===== config.mk =====
export PLATFORM = sky130hd
export DESIGN_NAME = ec_scalar_mul_ctrl
export DESIGN_NICKNAME = d
export VERILOG_FILES = /design/src/rtl/ec_scalar_mul_ctrl.sv
export SDC_FILE = /design/constraint.sdc
export NUM_CORES = 1
export LEC_CHECK = 0
export ABC_AREA = 1
export ABC_CLOCK_PERIOD_IN_PS = 3700
export BUFFER_PORTS_ARGS = -buffer_cell sky130_fd_sc_hd__clkbuf_2
export CAP_MARGIN = 20
export CORE_UTILIZATION = 35
export DETAILED_ROUTE_END_ITERATION = 7
export GPL_TIMING_DRIVEN = 0
export PLACE_DENSITY = 0.63
export SYNTH_ARGS = -nofsm -noshare
export SYNTH_HDL_FRONTEND = slang
export SYNTH_SLANG_ARGS = --single-unit

===== constraint.sdc =====
create_clock -name clk -period 3.7 [get_ports clk]
set_input_delay 0.185 -clock clk [delete_from_list [all_inputs] [get_ports clk]]
set_output_delay 0.185 -clock clk [all_outputs]
set_load 0.01 [all_outputs]

===== src/rtl/ec_scalar_mul_ctrl.sv =====
// ec_scalar_mul_ctrl: left-to-right double-and-add sequencer for R = k*P.
// Drives one external EC point-add/double core through a start/done handshake and
// resolves point-at-infinity and inverse-point cases locally.
// Optional core watchdog: define EC_SCHED_TIMEOUT_EN (adds the err output).
module ec_scalar_mul_ctrl #(
    parameter int unsigned P_WIDTH     = 6,
    parameter int unsigned K_WIDTH     = 6,
    parameter int unsigned TIMEOUT_CYC = 64
) (
    input  logic               clk,
    input  logic               rst_n,
    input  logic               in_valid,
    input  logic [P_WIDTH-1:0] in_Px,
    input  logic [P_WIDTH-1:0] in_Py,
    input  logic [K_WIDTH-1:0] in_k,
    input  logic [P_WIDTH-1:0] in_prime,
    input  logic [P_WIDTH-1:0] in_a,
    output logic               ec_in_valid,
    output logic [P_WIDTH-1:0] ec_Px,
    output logic [P_WIDTH-1:0] ec_Py,
    output logic [P_WIDTH-1:0] ec_Qx,
    output logic [P_WIDTH-1:0] ec_Qy,
    output logic [P_WIDTH-1:0] ec_prime,
    output logic [P_WIDTH-1:0] ec_a,
    input  logic               ec_out_valid,
    input  logic [P_WIDTH-1:0] ec_Rx,
    input  logic [P_WIDTH-1:0] ec_Ry,
    output logic               busy,
    output logic               out_valid,
    output logic [P_WIDTH-1:0] out_Rx,
    output logic [P_WIDTH-1:0] out_Ry,
    output logic               out_inf
`ifdef EC_SCHED_TIMEOUT_EN
    ,
    output logic               err
`endif
);

    localparam int unsigned IDX_W = (K_WIDTH > 1) ? $clog2(K_WIDTH) : 1;

    typedef enum logic [2:0] {
        IDLE, LOAD, DBL, DBL_W, ADD, ADD_W, NEXT, DONE
    } state_t;

    state_t             state, next_state;
    logic [P_WIDTH-1:0] px, py, prime_reg, a_reg;
    logic [K_WIDTH-1:0] k_sh;
    logic [IDX_W-1:0]   idx;
    logic [P_WIDTH-1:0] acc_x, acc_y;
    logic               acc_inf;
    logic               issue_c, dbl_c, final_inf_c;

`ifdef EC_SCHED_TIMEOUT_EN
    localparam int unsigned TO_W = $clog2(TIMEOUT_CYC + 1);
    logic [TO_W-1:0]    wd_cnt;
    logic               timeout_c;
    logic               wd_expired_c;
    assign wd_expired_c = (wd_cnt == TO_W'(TIMEOUT_CYC - 1));
`endif

    // State register
    always_ff @(posedge clk or negedge rst_n) begin
        if (!rst_n) state <= IDLE;
        else        state <= next_state;
    end

    // Next-state decode, core request decision and watchdog abort
    always_comb begin
        next_state = state;
        issue_c    = 1'b0;
        dbl_c      = 1'b0;
`ifdef EC_SCHED_TIMEOUT_EN
        timeout_c  = 1'b0;
`endif
        case (state)
            IDLE: if (in_valid) next_state = LOAD;
            LOAD: next_state = DBL;
            DBL: begin
                if (!acc_inf && (acc_y != '0)) begin
                    issue_c    = 1'b1;
                    dbl_c      = 1'b1;
                    next_state = DBL_W;
                end else begin
                    next_state = ADD;
                end
            end
            DBL_W: begin
                if (ec_out_valid) next_state = ADD;
`ifdef EC_SCHED_TIMEOUT_EN
                else if (wd_expired_c) begin
                    timeout_c  = 1'b1;
                    next_state = DONE;
                end
`endif
            end
            ADD: begin
                if (k_sh[K_WIDTH-1] && !acc_inf && !((acc_x == px) && (acc_y != py))) begin
                    issue_c    = 1'b1;
                    next_state = ADD_W;
                end else begin
                    next_state = NEXT;
                end
            end
            ADD_W: begin
                if (ec_out_valid) next_state = NEXT;
`ifdef EC_SCHED_TIMEOUT_EN
                else if (wd_expired_c) begin
                    timeout_c  = 1'b1;
                    next_state = DONE;
                end
`endif
            end
            NEXT:    next_state = (idx == '0) ? DONE : DBL;
            DONE:    next_state = IDLE;
            default: next_state = IDLE;
        endcase
    end

    // Result is INF only on a normal finish with an INF accumulator
`ifdef EC_SCHED_TIMEOUT_EN
    assign final_inf_c = acc_inf && !timeout_c;
`else
    assign final_inf_c = acc_inf;
`endif

    // Operand capture, bit walk and accumulator updates
    always_ff @(posedge clk or negedge rst_n) begin
        if (!rst_n) begin
            px        <= '0;
            py        <= '0;
            prime_reg <= '0;
            a_reg     <= '0;
            k_sh      <= '0;
            idx       <= '0;
            acc_x     <= '0;
            acc_y     <= '0;
            acc_inf   <= 1'b1;
        end else begin
            case (state)
                IDLE: begin
                    if (in_valid) begin
                        px        <= in_Px;
                        py        <= in_Py;
                        prime_reg <= in_prime;
                        a_reg     <= in_a;
                        k_sh      <= in_k;
                    end
                end
                LOAD: begin
                    idx     <= IDX_W'(K_WIDTH - 1);
                    acc_x   <= '0;
                    acc_y   <= '0;
                    acc_inf <= 1'b1;
                end
                DBL: begin
                    if (!acc_inf && (acc_y == '0)) acc_inf <= 1'b1;
                end
                DBL_W, ADD_W: begin
                    if (ec_out_valid) begin
                        acc_x <= ec_Rx;
                        acc_y <= ec_Ry;
                    end
                end
                ADD: begin
                    if (k_sh[K_WIDTH-1]) begin
                        if (acc_inf) begin
                            acc_x   <= px;
                            acc_y   <= py;
                            acc_inf <= 1'b0;
                        end else if ((acc_x == px) && (acc_y != py)) begin
                            acc_inf <= 1'b1;
                        end
                    end
                end
                NEXT: begin
                    if (idx != '0) begin
                        idx  <= idx - IDX_W'(1);
                        k_sh <= k_sh << 1;
                    end
                end
                default: ;
            endcase
        end
    end

`ifdef EC_SCHED_TIMEOUT_EN
    // Watchdog: counts cycles spent waiting on the core
    always_ff @(posedge clk or negedge rst_n) begin
        if (!rst_n)                              wd_cnt <= '0;
        else if (state == DBL_W || state == ADD_W) wd_cnt <= wd_cnt + TO_W'(1);
        else                                     wd_cnt <= '0;
    end
`endif

    // Registered core request, status and result outputs
    always_ff @(posedge clk or negedge rst_n) begin
        if (!rst_n) begin
            ec_in_valid <= 1'b0;
            ec_Px       <= '0;
            ec_Py       <= '0;
            ec_Qx       <= '0;
            ec_Qy       <= '0;
            ec_prime    <= '0;
            ec_a        <= '0;
            busy        <= 1'b0;
            out_valid   <= 1'b0;
            out_Rx      <= '0;
            out_Ry      <= '0;
            out_inf     <= 1'b0;
`ifdef EC_SCHED_TIMEOUT_EN
            err         <= 1'b0;
`endif
        end else begin
            ec_in_valid <= issue_c;
            if (issue_c) begin
                ec_Px    <= acc_x;
                ec_Py    <= acc_y;
                ec_Qx    <= dbl_c ? acc_x : px;
                ec_Qy    <= dbl_c ? acc_y : py;
                ec_prime <= prime_reg;
                ec_a     <= a_reg;
            end
            busy      <= (next_state != IDLE);
            out_valid <= (next_state == DONE);
            out_inf   <= (next_state == DONE) && final_inf_c;
`ifdef EC_SCHED_TIMEOUT_EN
            err       <= timeout_c;
            out_Rx    <= ((next_state == DONE) && !acc_inf && !timeout_c) ? acc_x : '0;
            out_Ry    <= ((next_state == DONE) && !acc_inf && !timeout_c) ? acc_y : '0;
`else
            out_Rx    <= ((next_state == DONE) && !acc_inf) ? acc_x : '0;
            out_Ry    <= ((next_state == DONE) && !acc_inf) ? acc_y : '0;
`endif
        end
    end

endmodule


==> results of run 1 <==
cells by family (layout without fill, tap and decap cells):
| group | after synthesis | after routing |
|---|---|---|
| compound gates | 74 | 74 |
| fa+ha+maj | 2 | 2 |
| buf+inv | 78 | 193 |
| flops | 101 | 101 |
| simple gates | 299 | 299 |
metrics by stage:
step	power (W)	utilization	instance area, um2	hold slack [ns]	std cells
floorplan	0.002801	-	4533	-0.1106	554
global placement	0.003343	0.4147	5234	0.3868	823
detailed placement	0.003407	0.4171	5264	0.2399	824
CTS	0.004403	0.4425	5584	0.01969	841
global route	0.004720	0.4425	5584	0.01950	841
finish	0.004373	0.4425	5584	0.02847	841
placed cells by master (no fill, tap or decap), drive strengths merged:
cell type and n:
clkbuf 116, dfrtp 100, dlygate4sd3 1, ha 2
dfstp 1, nand4 2, clkinvlp 2, o21ai 67
nand3 58, a211oi 1, inv 52, o211ai 1
nand2 206, nor2 30, a21oi 4, nor3 3
o22ai 1, bufinv 1, buf 21
Yosys cell counts (3+ instances only):
| cell | count | area, um2 |
|---|---|---|
| buf_4 | 7 | 52.55 |
| buf_2 | 9 | 45.04 |
| clkbuf_1 | 7 | 26.28 |
| o21ai_1 | 11 | 55.05 |
| nand3_1 | 57 | 285.3 |
| inv_2 | 6 | 22.52 |
| o21ai_0 | 56 | 280.3 |
| buf_6 | 4 | 45.04 |
| inv_1 | 45 | 168.9 |
| nand2_1 | 204 | 765.7 |
| nor2_1 | 29 | 108.9 |
| dfrtp_1 | 100 | 2502 |
| a21oi_1 | 3 | 15.01 |
area by class of cell:
type / count / area [um2] / share of cell area
Buffer: 27 / 168.9 / 0.03025
Clock buffer: 12 / 256.5 / 0.04593
Clock inverter: 4 / 53.80 / 0.009635
Inverter: 51 / 191.4 / 0.03428
Multi-Input combinational cell: 375 / 1644 / 0.2944
Sequential cell: 101 / 2529 / 0.4528
Tap cell: 172 / 215.2 / 0.03854
Timing Repair Buffer: 99 / 525.5 / 0.09411
path summary, 6_finish.rpt:
path | start | endpoint | depth (start not counted)
worst max-delay path | acc_y[0]$_DFFE_PN0P_ | ec_Qy[2]$_DFFE_PN0P_ | 8
max in group asynchronous | rst_n | acc_inf$_DFFE_PN1P_ | 3
worst min register to register | idx[0]$_DFFE_PN0P_ | idx[0]$_DFFE_PN0P_ | 1
min in group asynchronous | rst_n | busy$_DFF_PN0_ | 2
worst max register to register | acc_y[0]$_DFFE_PN0P_ | ec_Qy[2]$_DFFE_PN0P_ | 8
worst min-delay path | in_a[2] | a_reg[2]$_DFFE_PN0P_ | 3
worst max-delay path, delay by kind of cell, from the launching register on:
kind            cells  cell delay, ns
flops               1            0.48
compound gates      1            0.25
buf+inv             1            0.37
simple gates        6            0.80
power by group through the flow:
| stage | registers, W | logic (W) | clock network [W] |
|---|---|---|---|
| 3_5_place_dp | 0.00177 | 0.00163 | 0 |
| 2_1_floorplan | 0.00180 | 0.000996 | 0 |
| 4_1_cts | 0.00175 | 0.00164 | 0.00101 |
| 3_3_place_gp | 0.00176 | 0.00159 | 0 |
| 5_1_grt | 0.00180 | 0.00187 | 0.00105 |
| 6_report | 0.00175 | 0.00164 | 0.000986 |
metal layers:
| metal | up-vias | share of wire | track usage |
|---|---|---|---|
| li1 | 1971 | - | - |
| met1 | 1914 | 0.45 | 0.2574 |
| met2 | 129 | 0.47 | 0.3147 |
| met3 | 19 | 0.054 | 0.03504 |
| met4 | 0 | 0.020 | 0.07179 |
| met5 | - | 0 | 0 |
==> results.toml, run 1 <==
[outcome]
status = "finished, final reports clean"

[setup_path]
crit_arrival_ns = 2.24
critPathRequiredTime_ns = 3.94
cp-start-kind = "flop"
worstPathMaxFanout = 10
critPathKind = "reg -> reg"
cp_slowest_stage_delay_ns = 0.48
cpMaxStageDelayCell = "dfrtp_1"
r2r_slack_ns = 1.70
crit_chain = "nor2_1 -> nand4_1 -> nand2_1 -> nor2_2 -> clkbuf_1 -> o21ai_0 -> nand2_1 -> nand2_1"
endpoint_kind = "flop"
crit_top_cell = "nand2_1"

[layout]
layout.nets = 712
area_growth_pct = 23.19
fill_cells = 1305
drive_gt1_frac = 0.2197
antenna_cells = 0

[pwr]
p_per_area_nw_per_um2 = 783.0
power.leakage_nw = 2.963
p_seq_frac = 0.401
switching_share = 0.3922
ir_worst_vdd_uv = 294.9
p_comb_frac = 0.374
power.switching_w = 0.001715
p_int_w = 0.002658
pwr-share-clk = 0.225

[timing]
tns_ns = 0
setup_ws_ns = 1.696
setup_viol = 0
fin_skew_ns = 0.009659
post-route-period-util = 0.5417
max_freq_ghz = 0.4990
slew_headroom = 0.5711
post-route-min-period_ns = 2.004
worst_pin_slew_ns = 0.6433
hold_viol_final = 0
drv_slew = 0
rsz0062_at_grt = "false"

[grt]
track_usage = 0.1932
grt_pass1_vias = 3893
grt.overflow.total = 0
grt_max_degree = 66
antenna_found_initial = 0
grt_pass1_wl_um = 19520

[logic_synthesis]
synthAdderAreaFrac = 0.005520
ys_ff_latch = 101
synth_top_family_by_area = "simple AND/OR/NAND/NOR gates"
synth_mux_area_frac = 0
synthesis.instances = 554
synth.avg_cell_area_um2 = 8.182
synth.distinct_cells = 26
yosys.area_share.simple = 0.2705
synth_fp_nets = 602
synth-edff-count = 0
yosysWarnings = 0
syn-cell-area_um2 = 4533
synth_ff_type = "dfrtp_1"
synth-xor-area-share = 0
ys_seq_area_frac = 0.5578
synth_compound_area_frac = 0.08667
async_flop_share = 1.000

[placement]
gp_congestion = 0.8967
dp_hpwl_um = 8722
io_buffers = 97
place_ws_ns = 1.730

[route]
route.detailed.drc = 0
vias = 4033
via_per_inst = 4.795
drt_iter0_drc = 268
wl_per_cell_um = 14.23
wl_um = 11970
ant_nets = 0
drt_pass1_iterations = 4

[min_path]
hold_path_class = "in -> reg"

[die]
die_w_um = 115.8
start_util = 0.3592
core-area_um2 = 12620
die-area_um2 = 13410
std_cell_rows = 41
io_pins = 98
die-height_um = 115.8

[clock_tree]
cts_post_setup_buffers_inserted = 0
path_clk_slew_ns = 0.07
insertion_delay_ns = 0.35
clockRootBuffer = "clkbuf_16"
cts_hold_buffers = 1
cts_tree = "built"
clkSinkCount = 101
postCtsResizedCells = 0
cts_made_buffers = 9
clock_path_buffers = 2
htreeDepth = 3

[job]
maxCapViolations = 0
No activity file was read; power rests on OpenSTA's default activity.
==> inputs of run 2 (changes only) <==
- ABC_CLOCK_PERIOD_IN_PS: 3700 -> 1700
- PLACE_DENSITY: 0.63 -> 0.65
- clock period: 3.7 -> 1.7 ns (I/O delays scaled with it)
==> run 2 against run 1 <==
Against the previous run: global-route usage increased by 0.17 points; first-iteration DRC count increased by 4.5%; register-to-register slack got worse by 1.6 ns; critical path depth increased by 3; cell count increased by 6.5%; hold slack improved by 0.013 ns; power increased by 130%; critical path type unchanged; largest power group is now combinational cells.
==> results.toml, run 2 (synthesized netlist as in run 1, its figures left out) <==
[timing]
setup_viol = 0
max_freq_ghz = 0.6124
post-route-period-util = 0.9605
post-route-min-period_ns = 1.633
hold_viol_final = 0
drv_slew = 0
fin_skew_ns = 0.007278
rsz0062_at_grt = "true"
slew_headroom = 0.6695
worst_pin_slew_ns = 0.4957

[die]
die-height_um = 115.8
io_pins = 98
core-area_um2 = 12620
die_w_um = 115.8
start_util = 0.3592
std_cell_rows = 41
die-area_um2 = 13410

[placement]
dp_hpwl_um = 8685
gp_congestion = 0.9033
io_buffers = 97
placedCellCount = 825

[setup_path]
endpoint_kind = "flop"
worstSetupEndpoint = "busy$_DFF_PN0_"
cp-start-kind = "flop"
ff2ff_path_depth = 11
cp.depth = 11
r2r_slack_ns = 0.07
cp_slowest_stage_delay_ns = 0.44
crit_arrival_ns = 1.86
crit_chain = "inv_2 -> nand4_1 -> nand2_2 -> inv_1 -> nand2_2 -> buf_6 -> nand3_1 -> inv_1 -> nand2_1 -> nand2_1 -> nand3_1"
crit_start = "acc_y[4]$_DFFE_PN0P_"
crit_buf_inv = 4
reg2reg_from = "acc_y[4]$_DFFE_PN0P_"
cpMaxStageDelayCell = "dfrtp_1"
crit_family = "simple AND/OR/NAND/NOR gates"
critPathRequiredTime_ns = 1.92
critPathKind = "reg -> reg"
worstPathMaxFanout = 8
reg2reg_to = "busy$_DFF_PN0_"

[clock_tree]
htreeDepth = 3
cts_made_buffers = 9
cts_tree = "built"
insertion_delay_ns = 0.34
clkSinkCount = 101
clock_path_buffers = 2
path_clk_slew_ns = 0.07
clockRootBuffer = "clkbuf_16"

[route]
ant_nets = 0
wl_per_cell_um = 14.12
route.detailed.drc = 0
wl_um = 12650
vias = 4261
via_per_inst = 4.756
drt_iter0_drc = 280
drt_pass1_iterations = 5

[layout]
fill_cells = 1256
drive_gt1_frac = 0.2818
fin_cells = 896
area_growth_pct = 36.60
final_cell_mix = "nand2_1, clkbuf_2, dfrtp_1"
antenna_cells = 0
layout.nets = 767
final_common_cell = "nand2_1"
fin_util = 0.4907

[outcome]
status = "finished, final reports clean"

[grt]
track_usage = 0.1949
grt_pass1_vias = 4141
grt.overflow.total = 0
grt_pass1_wl_um = 19990
antenna_found_initial = 0
grt_max_degree = 66

[pwr]
ir_worst_vdd_uv = 563.0
power.leakage_nw = 3.261
p_per_area_nw_per_um2 = 1610

[job]
maxCapViolations = 0

[min_path]
hold_path_class = "in -> reg"
## run 2: per-stage QoR
stage	instance area, um2	total power [W]	setup TNS, ns	setup WS, ns	hold WS, ns
after floorplan	4533	0.006096	0	0.2157	-0.2106
after global placement	5234	0.007272	-85.23	-0.8235	0.2878
after detailed placement	5284	0.007423	-3.792	-0.2696	0.1411
after CTS	5899	0.009508	-0.003507	-0.003507	0.02816
after global routing	6192	0.01074	-0.6200	-0.06589	0.05365
final	6192	0.009970	0	0.06708	0.04168
## run 2: worst min-delay path by stage
stage | start | end | slack [ns] | cells after the start
2_1_floorplan | rst_n | a_reg[0]$_DFFE_PN0P_ | -0.21 | 0
4_1_cts | in_Px[5] | px[5]$_DFFE_PN0P_ | 0.03 | 3
3_3_place_gp | in_prime[5] | prime_reg[5]$_DFFE_PN0P_ | 0.29 | 3
5_1_grt | in_Px[5] | px[5]$_DFFE_PN0P_ | 0.05 | 3
6_report | in_Px[5] | px[5]$_DFFE_PN0P_ | 0.04 | 3
3_5_place_dp | rst_n | out_Ry[0]$_DFF_PN0_ | 0.14 | 2
## run 2: tightest hold or removal path, cell delays in order
cell and delay (ns):
clkbuf_2 0.08, nand2_1 0.08, o21ai_0 0.09
## run 2: what timing repair did
item,4_1_cts,5_1_grt
gates resized for setup,17,37
pin swaps,3,7
setup endpoints to repair,62,87
setup buffers,6,21
endpoints found under the hold margin,88,0
gates cloned,0,3
hold buffers,25,0
## run 2: area by class of cell
type                       count  area [um2]  area share
clock inverter                 6       37.54    0.006062
tap                          172       215.2     0.03475
sequential                   101        2536      0.4096
inverter                      51       191.4     0.03092
clock buffer                  10       239.0     0.03859
timing repair buffer         154        1036      0.1673
multi-input combinational    375        1715      0.2770
buffer                        27       221.5     0.03576
## run 2: metal layers
metal	vias to the layer above	wire length, um	global-route usage
met5	-	0	0
met4	0	252	0.08462
met3	22	734	0.03243
met2	162	6155	0.3234
met1	2000	5512	0.2517
li1	2077	-	-
## run 2: power by group
| part | internal, W | leakage, nW | switching, W | total, W |
|---|---|---|---|---|
| clock network | 0.00103 | 0.142 | 0.000891 | 0.00192 |
| registers | 0.00329 | 1.29 | 0.000531 | 0.00382 |
| logic | 0.00172 | 1.83 | 0.00251 | 0.00423 |
| total | 0.00604 | 3.26 | 0.00393 | 0.00997 |
==> inputs of run 3 (changes only) <==
- CORE_UTILIZATION: 35 -> 49
- CTS_CLUSTER_SIZE: not set -> 24
- PLACE_DENSITY: 0.65 -> 0.84
==> run 3 against run 2 <==
Against the previous run: non-clock buffer count fell by 3; sequential power hardly changed; utilization is 19 points higher; hold slack lost 0.0029 ns; sequential share of layout area increased by 1.4 points; critical path type unchanged; highest routed layer unchanged.
==> results.toml, run 3 (synthesized netlist as in run 1, its figures left out) <==
[route]
via_per_inst = 5.214
wl_per_cell_um = 14.62
ant_nets = 0
route.detailed.drc = 0
drt_pass1_iterations = 8
wl_um = 12120
vias = 4322
drt_iter0_drc = 348

[timing]
drv_slew = 0
post-route-min-period_ns = 1.670
max_freq_ghz = 0.5987
post-route-period-util = 0.9826
worst_pin_slew_ns = 0.8114
rsz0062_at_grt = "true"
hold_viol_final = 0
tns_ns = 0
slew_headroom = 0.4591
setup_viol = 0
fin_skew_ns = 0.01656

[clock_tree]
clkSinkCount = 101
htreeDepth = 3
cts_tree = "built"
insertion_delay_ns = 0.37
clock_path_buffers = 2
cts_made_buffers = 9
path_clk_slew_ns = 0.10
clockRootBuffer = "clkbuf_8"

[layout]
fin_util = 0.6768
final_common_cell = "nand2_1"
fin_area_um2 = 5988
drive_gt1_frac = 0.2885
fin_cells = 829
fill_cells = 716
layout.nets = 764
multiInputGateArea_um2 = 1749
final_cell_mix = "nand2_1, clkbuf_2, dfrtp_1"
seq_area_um2 = 2537
antenna_cells = 0
area_growth_pct = 32.10

[die]
die-area_um2 = 9640
die-height_um = 98.19
die_w_um = 98.19
std_cell_rows = 34
start_util = 0.5123
core-area_um2 = 8848
io_pins = 98

[min_path]
hold_path_class = "in -> reg"
hold_start = "in_k[1]"

[placement]
dp_hpwl_um = 8067
io_buffers = 97
gp_congestion = 0.9192
dpl_cell_area_um2 = 5176
placedCellCount = 760

[setup_path]
endpoint_kind = "flop"
crit_start = "state[1]$_DFF_PN0_"
worstPathMaxFanout = 6
cp-start-kind = "flop"
crit_arrival_ns = 1.90
critPathRequiredTime_ns = 1.93
reg2reg_from = "state[1]$_DFF_PN0_"
critPathKind = "reg -> reg"

[job]
maxCapViolations = 0

[grt]
grt_max_degree = 59
grt_pass1_vias = 4015
antenna_found_initial = 0
track_usage = 0.2533
grt.overflow.total = 0
grt_pass1_wl_um = 19200

[pwr]
power.leakage_nw = 3.173
p_per_area_nw_per_um2 = 1590
ir_worst_vdd_uv = 813.5
total_power_w = 0.009519

[outcome]
status = "finished, final reports clean"
## run 3: layout make-up
cell class	instances	area share
timing repair buffer	151	0.1621
clock buffer	10	0.02298
inverter	51	0.03197
buffer	27	0.03552
sequential	101	0.4237
multi-input combinational	375	0.2921
clock inverter	6	0.008985
tap	108	0.02257
## run 3: power breakdown
| part | total [W] | internal (W) | switching [W] |
|---|---|---|---|
| Clock | 0.00150 | 0.000597 | 0.000899 |
| Combinational | 0.00419 | 0.00166 | 0.00252 |
| Sequential | 0.00384 | 0.00328 | 0.000554 |
| Total | 0.00952 | 0.00554 | 0.00398 |
## run 3: worst paths after layout
check                                        to  slack, ns  cells after the start
hold / removal              k_sh[1]$_DFFE_PN0P_       0.04                      5
hold reg to reg             ec_a[2]$_DFFE_PN0P_       0.47                      2
setup reg to reg           acc_y[0]$_DFFE_PN0P_       0.03                      8
setup / recovery           acc_y[0]$_DFFE_PN0P_       0.03                      8
max in group asynchronous   acc_inf$_DFFE_PN1P_       0.56                      3
min in group asynchronous   out_Ry[4]$_DFF_PN0_       0.37                      2
## run 3: metal layers
metal	routed length (um)	GRT usage
met1	5213	0.3495
met4	339	0.09529
met5	0	0
met3	861	0.03722
met2	5706	0.4085
## run 3: what timing repair did
item / 4_1_cts / 5_1_grt
setup endpoints to repair: 68 / 89
setup buffers: 6 / 20
gates cloned: 0 / 1
endpoints found under the hold margin: 82 / 0
resized for setup: 15 / 44
pin swaps: 1 / 11
hold buffers: 26 / 0
## run 3: critical path, cell delays in order, from the launching register on
cell and delay (ns):
dfrtp_2 0.45, inv_1 0.08, nand2_2 0.10, nand2_2 0.08, nand2_1 0.07, nor2_2 0.06, a211oi_4 0.37, buf_4 0.23
o21ai_0 0.09
## run 3: per-stage QoR
| step | worst slack, ns | hold WS (ns) |
|---|---|---|
| floorplan | 0.2157 | -0.2106 |
| global placement | -0.7190 | 0.2861 |
| detailed placement | -0.1714 | 0.2565 |
| CTS | -0.007873 | 0.03372 |
| global route | -0.04813 | 0.09489 |
| finish | 0.02965 | 0.03875 |
